--- src/rtl/s_divider.sv ---
// Iterative signed/unsigned divider: one quotient bit per clock by restoring
// shift-subtract on N-bit magnitudes, with the sign fix applied on entry to DONE.
module s_divider #(
  parameter int N = 32
) (
  input  logic         clk_i,
  input  logic         rst_i,
  input  logic         req_i,
  output logic         rdy_o,
  input  logic [2:0]   mdu_op_i,
  input  logic [N:0]   ai,
  input  logic [N:0]   bi,
  output logic [N-1:0] quotient_o,
  output logic [N-1:0] remainder_o,
  input  logic         rem_op_i,
  input  logic         a_is_zero_i,
  input  logic         b_is_zero_i
);

  localparam int CW = $clog2(N + 1);

  typedef enum logic [1:0] {IDLE, CALC, DONE} state_t;

  state_t         r_state, w_next;
  logic [CW-1:0]  r_cnt;
  logic [N-1:0]   r_rem, r_quo, r_div, r_a_lo;
  logic [N-1:0]   r_q_out, r_r_out;
  logic           r_sgn_q, r_sgn_r, r_a_zero, r_b_zero;

  logic           w_accept, w_finish;
  logic           w_a_neg, w_b_neg;
  logic [N-1:0]   w_a_mag, w_b_mag;
  logic [N:0]     w_shift;
  logic [N+1:0]   w_diff;
  logic           w_qbit;
  logic [N-1:0]   w_rem_nxt;
  logic           w_unused;

  // A new request is taken in IDLE and also on the edge leaving DONE.
  assign w_accept = req_i && (r_state == IDLE || r_state == DONE);
  assign w_finish = r_a_zero || r_b_zero || (r_cnt == CW'(N));

  assign w_a_neg = ~mdu_op_i[0] & ai[N];
  assign w_b_neg = ~mdu_op_i[0] & bi[N];
  assign w_a_mag = w_a_neg ? -ai[N-1:0] : ai[N-1:0];
  assign w_b_mag = w_b_neg ? -bi[N-1:0] : bi[N-1:0];

  // Restoring step: dividend bits shift out of r_quo into the partial remainder.
  assign w_shift   = {r_rem, r_quo[N-1]};
  assign w_diff    = {1'b0, w_shift} - {2'b0, r_div};
  assign w_qbit    = ~w_diff[N+1];
  assign w_rem_nxt = w_qbit ? w_diff[N-1:0] : w_shift[N-1:0];

  // The remainder after a successful subtract is below the divisor, so w_diff[N] is always 0 then.
  assign w_unused = ^{rem_op_i, mdu_op_i[2:1], w_diff[N]};

  always_ff @(posedge clk_i or posedge rst_i) begin
    if (rst_i) r_state <= IDLE;
    else       r_state <= w_next;
  end

  always_comb begin
    w_next = r_state;
    case (r_state)
      IDLE:    if (w_accept) w_next = CALC;
      CALC:    if (w_finish) w_next = DONE;
      DONE:    w_next = w_accept ? CALC : IDLE;
      default: w_next = IDLE;
    endcase
  end

  always_ff @(posedge clk_i or posedge rst_i) begin
    if (rst_i) begin
      r_cnt    <= '0;
      r_rem    <= '0;
      r_quo    <= '0;
      r_div    <= '0;
      r_a_lo   <= '0;
      r_q_out  <= '0;
      r_r_out  <= '0;
      r_sgn_q  <= 1'b0;
      r_sgn_r  <= 1'b0;
      r_a_zero <= 1'b0;
      r_b_zero <= 1'b0;
    end else if (w_accept) begin
      r_cnt    <= '0;
      r_rem    <= '0;
      r_quo    <= w_a_mag;
      r_div    <= w_b_mag;
      r_a_lo   <= ai[N-1:0];
      r_sgn_q  <= w_a_neg ^ w_b_neg;
      r_sgn_r  <= w_a_neg;
      r_a_zero <= a_is_zero_i;
      r_b_zero <= b_is_zero_i;
    end else if (r_state == CALC) begin
      // Zero operands bypass the iterations and finish on the first CALC edge.
      if (r_b_zero) begin
        r_q_out <= '1;
        r_r_out <= r_a_lo;
      end else if (r_a_zero) begin
        r_q_out <= '0;
        r_r_out <= '0;
      end else if (r_cnt == CW'(N)) begin
        r_q_out <= r_sgn_q ? -r_quo : r_quo;
        r_r_out <= r_sgn_r ? -r_rem : r_rem;
      end else begin
        r_rem <= w_rem_nxt;
        r_quo <= {r_quo[N-2:0], w_qbit};
        r_cnt <= r_cnt + CW'(1);
      end
    end
  end

  assign rdy_o       = (r_state == DONE);
  assign quotient_o  = r_q_out;
  assign remainder_o = r_r_out;

endmodule

--- config.mk ---
export PLATFORM = sky130hd
export DESIGN_NAME = s_divider
export DESIGN_NICKNAME = d
export VERILOG_FILES = /design/src/rtl/s_divider.sv
export SDC_FILE = /design/constraint.sdc
export NUM_CORES = 1
export LEC_CHECK = 0
export CAP_MARGIN = 20
export CORE_AREA = 2 2 160 162
export CTS_BUF_LIST = sky130_fd_sc_hd__clkbuf_16
export CTS_CLUSTER_SIZE = 30
export DETAILED_ROUTE_END_ITERATION = 8
export DIE_AREA = 0 0 162 164
export PLACE_DENSITY = 0.76
export SLEW_MARGIN = 15
export SYNTH_ARGS = -nofsm -noshare
export SYNTH_HDL_FRONTEND = slang
export SYNTH_SLANG_ARGS = --single-unit
--- constraint.sdc ---
create_clock -name clk_i -period 6.7 [get_ports clk_i]
set_input_delay 1.34 -clock clk_i [delete_from_list [all_inputs] [get_ports clk_i]]
set_output_delay 1.34 -clock clk_i [all_outputs]
set_load 0.01 [all_outputs]
* Word level (Yosys, flattened, before mapping)
Cells that the tools add are included.
** Cells by class
- Add/sub/neg operators :: 6
- Multipliers :: 0
- Div/mod/pow operators :: 0
- $lt $le $gt $ge :: 0
- Equal/unequal tests :: 8
- Shift-type cells :: 0
- Mux-type cells :: 30
- Bitwise operators :: 6
- Reduce and logical (&&, ||, !) cells :: 10
** Operator list (count)
- $mux 32 :: 21
- $neg 32->32 :: 4
- $sub 33x32->34 :: 1
- $mux 6 :: 5
- $add 6x1->6 const B :: 1
- $eq 6x6->1 const B :: 1
- $ne 2x2->1 const B :: 3
- $pmux 2 s3 :: 1
- $mux 2 :: 2
- $ne 2x1->1 const B :: 2
- $reduce_and 4->1 :: 1
- $logic_or 1x1->1 :: 3
- $not 1->1 :: 3
- $reduce_and 3->1 :: 1
- $reduce_bool 3->1 :: 1
- $and 1x1->1 :: 2
- $eq 2x1->1 const B :: 1
- $eq 2x2->1 const B :: 1
- $logic_not 2->1 :: 1
- $reduce_and 2->1 :: 1
- $reduce_bool 2->1 :: 1
- $logic_and 1x1->1 :: 1
- $mux 1 :: 1
- $xor 1x1->1 :: 1
** Word-level totals
- Register bits after elaboration :: 204
- Bits in latches :: 0
- Memory bits (writable) :: 0
- Memory bits (read-only) :: 0
- Input bits :: 75
- Output and inout port bits :: 65
- Logic and storage cells :: 72
- Memories kept :: 0

* Logic depth before layout (Yosys ltp)
Gate-level depths: netlist of run 1.
- Depth in word-level cells :: 7
- Gate-level depth with buffers :: 13
- Mapped depth without buffers :: 13

* Worst setup path before layout of run 1
No wires, ideal clock.
- Kind :: in2reg
- From :: in bi[4]
- To :: reg r_div[31]
- Library setup time :: 0.136 ns
- Arrival time :: 3.326 ns
- Data required time :: 6.564 ns
- Slack :: 3.238 ns
- Stages :: 8
- Path buffers :: 0
- Cell sequence :: nor4_1 -> nand2_1 -> or3_1 -> or4_1 -> o31ai_1 -> o21ai_0 -> xnor2_1 -> o21ai_0
** Between the ends
- Word-level cells in the longest chain between the ends :: 2
** Ends and longest elaborated chain
- start: declaration :: RTL line 12 : input logic [N:0] bi,
- $neg 32->32 :: RTL line 46 : assign w_b_mag = w_b_neg ? -bi[N-1:0] : bi[N-1:0];
- $mux 32 :: RTL line 46
- end signal: assignment :: RTL line 89 : r_div <= w_b_mag;
- end: declaration :: RTL line 26 : logic [N-1:0] r_rem, r_quo, r_div, r_a_lo;
No other way between the ends.
A chain may end at the register's enable or synchronous reset.

* Worst setup path after layout of run 1
- From :: reg r_rem[3]
- To :: reg r_quo[0]
** Between the ends
- Word-level cells in the longest chain between the ends :: 7
** Ends and longest elaborated chain
- start: declaration :: RTL line 26
- start signal: assignment :: RTL line 107 : r_rem <= w_rem_nxt;
- $sub 33x32->34 :: RTL line 50 : assign w_diff = {1'b0, w_shift} - {2'b0, r_div};
- $not 1->1 :: RTL line 51 : assign w_qbit = ~w_diff[N+1];
- $mux 32 :: RTL line 103 : end else if (r_cnt == CW'(N)) begin
- $mux 32 :: RTL line 100 : end else if (r_a_zero) begin
- $mux 32 :: RTL line 97 : if (r_b_zero) begin
- $mux 32 :: RTL line 95 : end else if (r_state == CALC) begin
- $mux 32 :: RTL line 85 : end else if (w_accept) begin
- end signal: assignment :: RTL line 88 : r_quo <= w_a_mag;
- end signal: assignment :: RTL line 108 : r_quo <= {r_quo[N-2:0], w_qbit};
- end: declaration :: RTL line 26
No other way between the ends. The select of a mux whose other input is x is not followed.

==> results of run 1 <==
==> metal layers <==
layer | track usage, % | up-vias | part of all wire (%)
li1 | - | 5401 | -
met2 | 41.18 | 341 | 47
met4 | 8.488 | 0 | 3.7
met1 | 32.70 | 5196 | 44
met3 | 2.273 | 57 | 4.7
met5 | 0 | - | 0
==> sequential cells by signal (all words and copies together) (netlist names) <==
register     count
r_a_zero         1
r_div           32
quotient_o      32
r_a_lo          32
r_b_zero         1
r_sgn_r          1
r_quo           32
r_rem           32
r_state          2
remainder_o     32
r_cnt            6
r_sgn_q          1
==> Yosys cell counts, types with 10 or more instances <==
library cell / number
sky130_fd_sc_hd__inv_1: 54
sky130_fd_sc_hd__mux2i_1: 26
sky130_fd_sc_hd__xnor2_1: 62
sky130_fd_sc_hd__nor2_1: 134
sky130_fd_sc_hd__o21ai_0: 147
sky130_fd_sc_hd__and3_1: 13
sky130_fd_sc_hd__xor2_1: 89
sky130_fd_sc_hd__o31ai_1: 25
sky130_fd_sc_hd__o22a_1: 20
sky130_fd_sc_hd__nand3_1: 11
sky130_fd_sc_hd__or4_1: 10
sky130_fd_sc_hd__o41ai_1: 13
sky130_fd_sc_hd__or3_1: 12
sky130_fd_sc_hd__nand2_1: 301
sky130_fd_sc_hd__a21oi_1: 75
sky130_fd_sc_hd__dfrtp_1: 204
sky130_fd_sc_hd__or2_2: 10
sky130_fd_sc_hd__nor2b_1: 11
sky130_fd_sc_hd__clkbuf_1: 70
sky130_fd_sc_hd__a221oi_1: 13
sky130_fd_sc_hd__a31oi_1: 37
sky130_fd_sc_hd__ha_1: 38
sky130_fd_sc_hd__nor4_1: 10
sky130_fd_sc_hd__a21o_1: 12
sky130_fd_sc_hd__nor3_1: 27
sky130_fd_sc_hd__nand2b_1: 14
==> path summary, 6_finish.rpt <==
check / from / end / slack [ns] / cells after the start
setup reg to reg: r_rem[3]$_DFFE_PP0P_ / r_quo[0]$_DFFE_PP0P_ / 2.68 / 11
hold / removal: quotient_o[23]$_DFFE_PP0P_ / quotient_o[23]$_DFFE_PP0P_ / 0.47 / 2
max in group asynchronous: rst_i / r_div[25]$_DFFE_PP0P_ / 4.03 / 4
hold reg to reg: quotient_o[23]$_DFFE_PP0P_ / quotient_o[23]$_DFFE_PP0P_ / 0.47 / 2
min in group asynchronous: rst_i / quotient_o[25]$_DFFE_PP0P_ / 1.39 / 3
setup / recovery: r_rem[3]$_DFFE_PP0P_ / r_quo[0]$_DFFE_PP0P_ / 2.68 / 11
==> area by class of cell <==
class | instances | area (µm²) | share of cell area (%)
sequential | 204 | 5105 | 34.32
inverter | 55 | 210.2 | 1.413
clock buffer | 23 | 575.6 | 3.869
tap | 330 | 412.9 | 2.776
timing repair buffer | 150 | 1491 | 10.03
multi-input combinational | 1170 | 6942 | 46.67
clock inverter | 16 | 137.6 | 0.9253
==> logic make-up after synthesis <==
family,share of synthesized area (%)
xor gates and xnor gates,10.54
DFF,40.69
and+or+nand+nor,20.17
buffers and inverters,4.108
AOI/OAI and AO/OA,18.38
muxes,2.164
adders and majority gates,3.949
==> through the flow <==
| step | area (µm²) | std cells |
|---|---|---|
| after floorplan | 12550 | 1509 |
| after global placement | 14130 | 1907 |
| after detailed placement | 14130 | 1907 |
| after CTS | 14850 | 1946 |
| after global routing | 14870 | 1948 |
| final | 14870 | 1948 |
==> critical path: stages, from the launching register on <==
cell,delay [ns]
sky130_fd_sc_hd__dfrtp_1,0.46
sky130_fd_sc_hd__ha_1,0.40
sky130_fd_sc_hd__a21oi_1,0.26
sky130_fd_sc_hd__nand2_1,0.11
sky130_fd_sc_hd__o211ai_1,0.30
sky130_fd_sc_hd__a21oi_1,0.18
sky130_fd_sc_hd__o21ai_0,0.43
sky130_fd_sc_hd__o31a_1,0.30
sky130_fd_sc_hd__o21a_1,0.50
sky130_fd_sc_hd__buf_4,0.42
sky130_fd_sc_hd__nand2b_1,0.33
sky130_fd_sc_hd__o221ai_1,0.18
==> power by group through the flow <==
stage / sequential, µW / clock, µW / combinational [µW]
3_5_place_dp: 2430 / 0 / 4700
2_1_floorplan: 2300 / 0 / 3420
6_report: 2430 / 1210 / 4740
4_1_cts: 2410 / 1230 / 4720
5_1_grt: 2510 / 1280 / 5310
3_3_place_gp: 2400 / 0 / 4570
==> flow_metrics.tcl, run 1 <==
set metrics [dict create \
    status "finished clean" \
    drtAntennaViolNets 0 \
    finalWirelength_mm 32.10 \
    first_global_vias 10450 \
    netSwitchingFraction_pct 45.77 \
    final_layout_size_suffix_gt1_share_pct 4.512 \
    fin_util_pct 59.93 \
    skew_ns 0.02525 \
    synth.distinct_cells 61 \
    cts_made_buffers 23 \
    avgSynthCellArea_um2 8.315 \
    cts_hold_buf 0 \
    cts-htree-levels 1 \
    p_per_area_mw_per_mm2 563.6 \
    finalSetupViolations 0 \
    synth_enable_flop_cells 0 \
    antenna_cell_count 0 \
    drt_pass1_iterations 6 \
    final.min_clock_period_ns 4.017 \
    p_total_uw 8383 \
    fraction_of_the_yosys_area_taken_by_sequential_cells_pct 40.69 \
    chipWidth_um 162 \
    switching_power_total_uw 3838 \
    power.ir.vdd_worst_mv 0.4169 \
    tritoncts_clock_tree "built" \
    synth_nets 1623 \
    drc_errors 0 \
    placement.io_buffers 136 \
    clk_path_buf_depth 3 \
    final.fill_count 2256 \
    p_seq_share_pct 28.9 \
    rows 58 \
    wire_length_of_the_first_global_routing_pass_mm 52.82 \
    syn-instance-count 1509 \
    finalHoldViolCount 0 \
    gp_routability_congestion 0.9183 \
    worst_hold_slack_ns 0.4749 \
    synth_async_sr_flop_share_pct 100.0 \
    finalWorstSetupSlack_ns 2.683 \
    grt_usage_pct 24.26 \
    finish.net_count 1718 \
    worst-setup-path-type "flip-flop to flip-flop" \
    design.die.area_mm2 0.02657 \
    hold_path_class "flip-flop to flip-flop" \
    worst-path-max-fanout 21 \
    pwr-share-comb_pct 56.6 \
    cts.reportedPaths.clkPinSlew_ns 0.06 \
    worst-endpoint-required_ns 7.06 \
    setup_tns_ns 0 \
    clock_share_of_power_pct 14.5 \
    mostFrequentLayoutCell "sky130_fd_sc_hd__nand2_1" \
    timing.max_slew.rel_slack_pct 30.59 \
    start_util_pct 50.55 \
    num_vias 11000 \
    most-common-layout-cells "sky130_fd_sc_hd__nand2_1 (300), sky130_fd_sc_hd__dfrtp_1 (204), sky130_fd_sc_hd__o21ai_0 (147)" \
    ioPinCount 140 \
    final-max-slew-violation-count 0 \
    ctsRootBufferMaster "sky130_fd_sc_hd__clkbuf_16" \
    leftover_overflow_at_the_end_of_global_routing 0 \
    design.core.area_mm2 0.02482 \
    post-synth-top-area-cell "sky130_fd_sc_hd__dfrtp_1" \
    timing.final.crit_share_pct 59.95 \
    tritoncts_num_sinks 204 \
    area_growth_syn_to_layout_pct 18.55 \
    cap_viol_max_count 0 \
    cp-end-kind "flip-flop" \
    slew_at_the_pin_closest_to_its_max_slew_limit_ns 1.039 \
    routedWlPerCell_um 16.48 \
    hpwl_mm 23.33 \
    ys_dominant_reg_cell "sky130_fd_sc_hd__dfrtp_1" \
    yosysTopAreaCellShare_pct 40.69 \
    fmax_mhz 249.0 \
    worstSkewPairLatency_ns 0.52 \
    cp_launch_type "flip-flop" \
    synthesized_flop_and_latch_total 204 \
    largest_cells_by_area_after_synthesis "sky130_fd_sc_hd__dfrtp_1 (41%), sky130_fd_sc_hd__nand2_1 (9.0%), sky130_fd_sc_hd__xor2_1 (6.2%)" \
    synth-warning-count 0 \
    power.static_leakage_uw 0.006716 \
    viasPerCell 5.644 \
    largest_net_degree_at_the_start_of_global_routing 151 \
    grt_antenna_before_repair 0 \
    detailedRoute.firstIterationViolations 921 \
    rsz0062_at_grt "false" \
    die_h_um 164 \
    netlist_area_mm2 0.01255 \
    detailedPlace.worstSlack_ns 2.312 \
    post_cts_buffers 0 \
    internal_power_uw 4546 \
    cts.repair.resized 0 \
    critical_path_arrival_ns 4.38 \
]
No activity file was read; power rests on OpenSTA's default activity.
==> inputs of run 2 (changes only) <==
--- a/config.mk
+++ b/config.mk
@@ -11,7 +11,7 @@
 export CTS_CLUSTER_SIZE = 30
 export DETAILED_ROUTE_END_ITERATION = 8
 export DIE_AREA = 0 0 162 164
-export PLACE_DENSITY = 0.76
+export PLACE_DENSITY = 0.73
 export SLEW_MARGIN = 15
 export SYNTH_ARGS = -nofsm -noshare
 export SYNTH_HDL_FRONTEND = slang
==> constraint.sdc (replaced) <==
create_clock -name clk_i -period 3.9 [get_ports clk_i]
set_input_delay 0.78 -clock clk_i [delete_from_list [all_inputs] [get_ports clk_i]]
set_output_delay 0.78 -clock clk_i [all_outputs]
set_load 0.01 [all_outputs]
==> run 2 against run 1 <==
Compared with the run above:
- global-route usage down 0.072 points
- design area up 0.78%
- hold slack worse by 0.0088 ns
- utilization up 0.47 points
- routed wire length down 0.55%
- sequential share of layout area down 0.27 points
- first-iteration DRC count down 7.7%
- final cell count up 0.82%
- via count down 0.28%
- register-to-register slack worse by 2.3 ns
- critical path depth unchanged
- critical path type unchanged
==> flow_metrics.tcl, run 2 (synthesized netlist as in run 1, its figures left out) <==
set metrics [dict create \
    worstSkewPairLatency_ns 0.52 \
    finalHoldViolCount 0 \
    viasPerCell 5.582 \
    timing.final.crit_share_pct 89.53 \
    rsz0062_at_grt "false" \
    final_layout_size_suffix_gt1_share_pct 5.447 \
    cts.repair.resized 0 \
    setup_tns_ns 0 \
    routedWlPerCell_um 16.26 \
    worst-endpoint-required_ns 4.29 \
    cp_launch_type "flip-flop" \
    cts_hold_buf 0 \
    tritoncts_num_sinks 204 \
    final-max-slew-violation-count 0 \
    ioPinCount 140 \
    area_growth_syn_to_layout_pct 19.48 \
    chipWidth_um 162 \
    die_h_um 164 \
    slew_at_the_pin_closest_to_its_max_slew_limit_ns 0.9660 \
    cts.reportedPaths.clkPinSlew_ns 0.06 \
    finalWorstSetupSlack_ns 0.4084 \
    hold_path_class "flip-flop to flip-flop" \
    gp_routability_congestion 0.9056 \
    finalSetupViolations 0 \
    area_of_the_multi_input_gates_mm2 0.006942 \
    num_vias 10960 \
    fmax_mhz 286.4 \
    clk_path_buf_depth 3 \
    cp-end-kind "flip-flop" \
    final.fill_count 2245 \
    min_from "quotient_o[23]$_DFFE_PP0P_" \
    first_global_vias 10370 \
    drc_errors 0 \
    final.min_clock_period_ns 3.492 \
    grt_usage_pct 24.19 \
    finalWirelength_mm 31.93 \
    power.static_leakage_uw 0.006780 \
    post_cts_buffers 0 \
    worst-path-max-fanout 5 \
    drt_pass1_iterations 5 \
    cts_made_buffers 23 \
    worst-setup-path-type "flip-flop to flip-flop" \
    p_per_area_mw_per_mm2 961.3 \
    design.die.area_mm2 0.02657 \
    start_util_pct 50.55 \
    cts-htree-levels 1 \
    tritoncts_clock_tree "built" \
    ctsRootBufferMaster "sky130_fd_sc_hd__clkbuf_16" \
    hpwl_mm 23.94 \
    leftover_overflow_at_the_end_of_global_routing 0 \
    critical_path_arrival_ns 3.88 \
    drtAntennaViolNets 0 \
    grt_antenna_before_repair 0 \
    rows 58 \
    antenna_cell_count 0 \
    finish.net_count 1733 \
    status "finished clean" \
    detailedRoute.firstIterationViolations 850 \
    regArea_mm2 0.005105 \
    critical_path.reg2reg.startpoint "r_quo[0]$_DFFE_PP0P_" \
    mostFrequentLayoutCell "sky130_fd_sc_hd__nand2_1" \
    power.ir.vdd_worst_mv 0.5377 \
    detailedPlace.worstSlack_ns 0.2218 \
    design.core.area_mm2 0.02482 \
    wire_length_of_the_first_global_routing_pass_mm 52.32 \
    most-common-layout-cells "sky130_fd_sc_hd__nand2_1 (300), sky130_fd_sc_hd__dfrtp_1 (204), sky130_fd_sc_hd__o21ai_0 (147)" \
    cap_viol_max_count 0 \
    largest_net_degree_at_the_start_of_global_routing 84 \
    placement.io_buffers 136 \
    skew_ns 0.01848 \
    crit_start "r_quo[0]$_DFFE_PP0P_" \
    timing.max_slew.rel_slack_pct 35.60 \
]
-- run 2: through the flow --
stage	cell area, µm²	hold slack [ns]	util (%)	instances	total power [µW]
floorplan	12550	0.4374	-	1509	9818
global placement	14300	0.4537	57.61	1924	12170
detailed placement	14300	0.4583	57.61	1924	12400
CTS	14990	0.4713	60.40	1964	14460
global route	14990	0.4856	60.40	1964	15640
finish	14990	0.4660	60.40	1964	14410
-- run 2: final cells by class --
class	count	area share (%)
well taps	330	2.754
clock buffers	23	3.839
clock inverters	17	0.7762
repair buffers	165	10.87
multi-input cells	1170	46.31
flip-flops and latches	204	34.05
inverters	55	1.402
-- run 2: path summary, 6_finish.rpt --
path	end	slack [ns]	cells after the start
max	quotient_o[30]$_DFFE_PP0P_	0.41	11
min	quotient_o[23]$_DFFE_PP0P_	0.47	2
max reg2reg	quotient_o[30]$_DFFE_PP0P_	0.41	11
min reg2reg	quotient_o[23]$_DFFE_PP0P_	0.47	2
max in group asynchronous	quotient_o[6]$_DFFE_PP0P_	2.38	3
min in group asynchronous	remainder_o[1]$_DFFE_PP0P_	0.77	2
-- run 2: critical path, stage by stage, from the launching register on --
cell	delay (ns)
sky130_fd_sc_hd__dfrtp_1	0.47
sky130_fd_sc_hd__inv_1	0.14
sky130_fd_sc_hd__ha_1	0.19
sky130_fd_sc_hd__nand2b_1	0.10
sky130_fd_sc_hd__or4_4	0.52
sky130_fd_sc_hd__or3_4	0.42
sky130_fd_sc_hd__or4_4	0.51
sky130_fd_sc_hd__or2_4	0.29
sky130_fd_sc_hd__o21ai_2	0.14
sky130_fd_sc_hd__xor2_1	0.33
sky130_fd_sc_hd__nor2_1	0.08
sky130_fd_sc_hd__o22a_1	0.17
-- run 2: power breakdown --
group / internal (µW) / total (µW) / switching, µW
Clock: 1140 / 2010 / 867
Combinational: 3550 / 8280 / 4730
Sequential: 3120 / 4120 / 999
Total: 7810 / 14400 / 6600
-- run 2: metal layers --
layer	GRT usage, %	part of all wire, %
met3	3.056	5.1
met5	0	0
met4	8.890	3.3
met2	41.37	47
met1	31.64	44
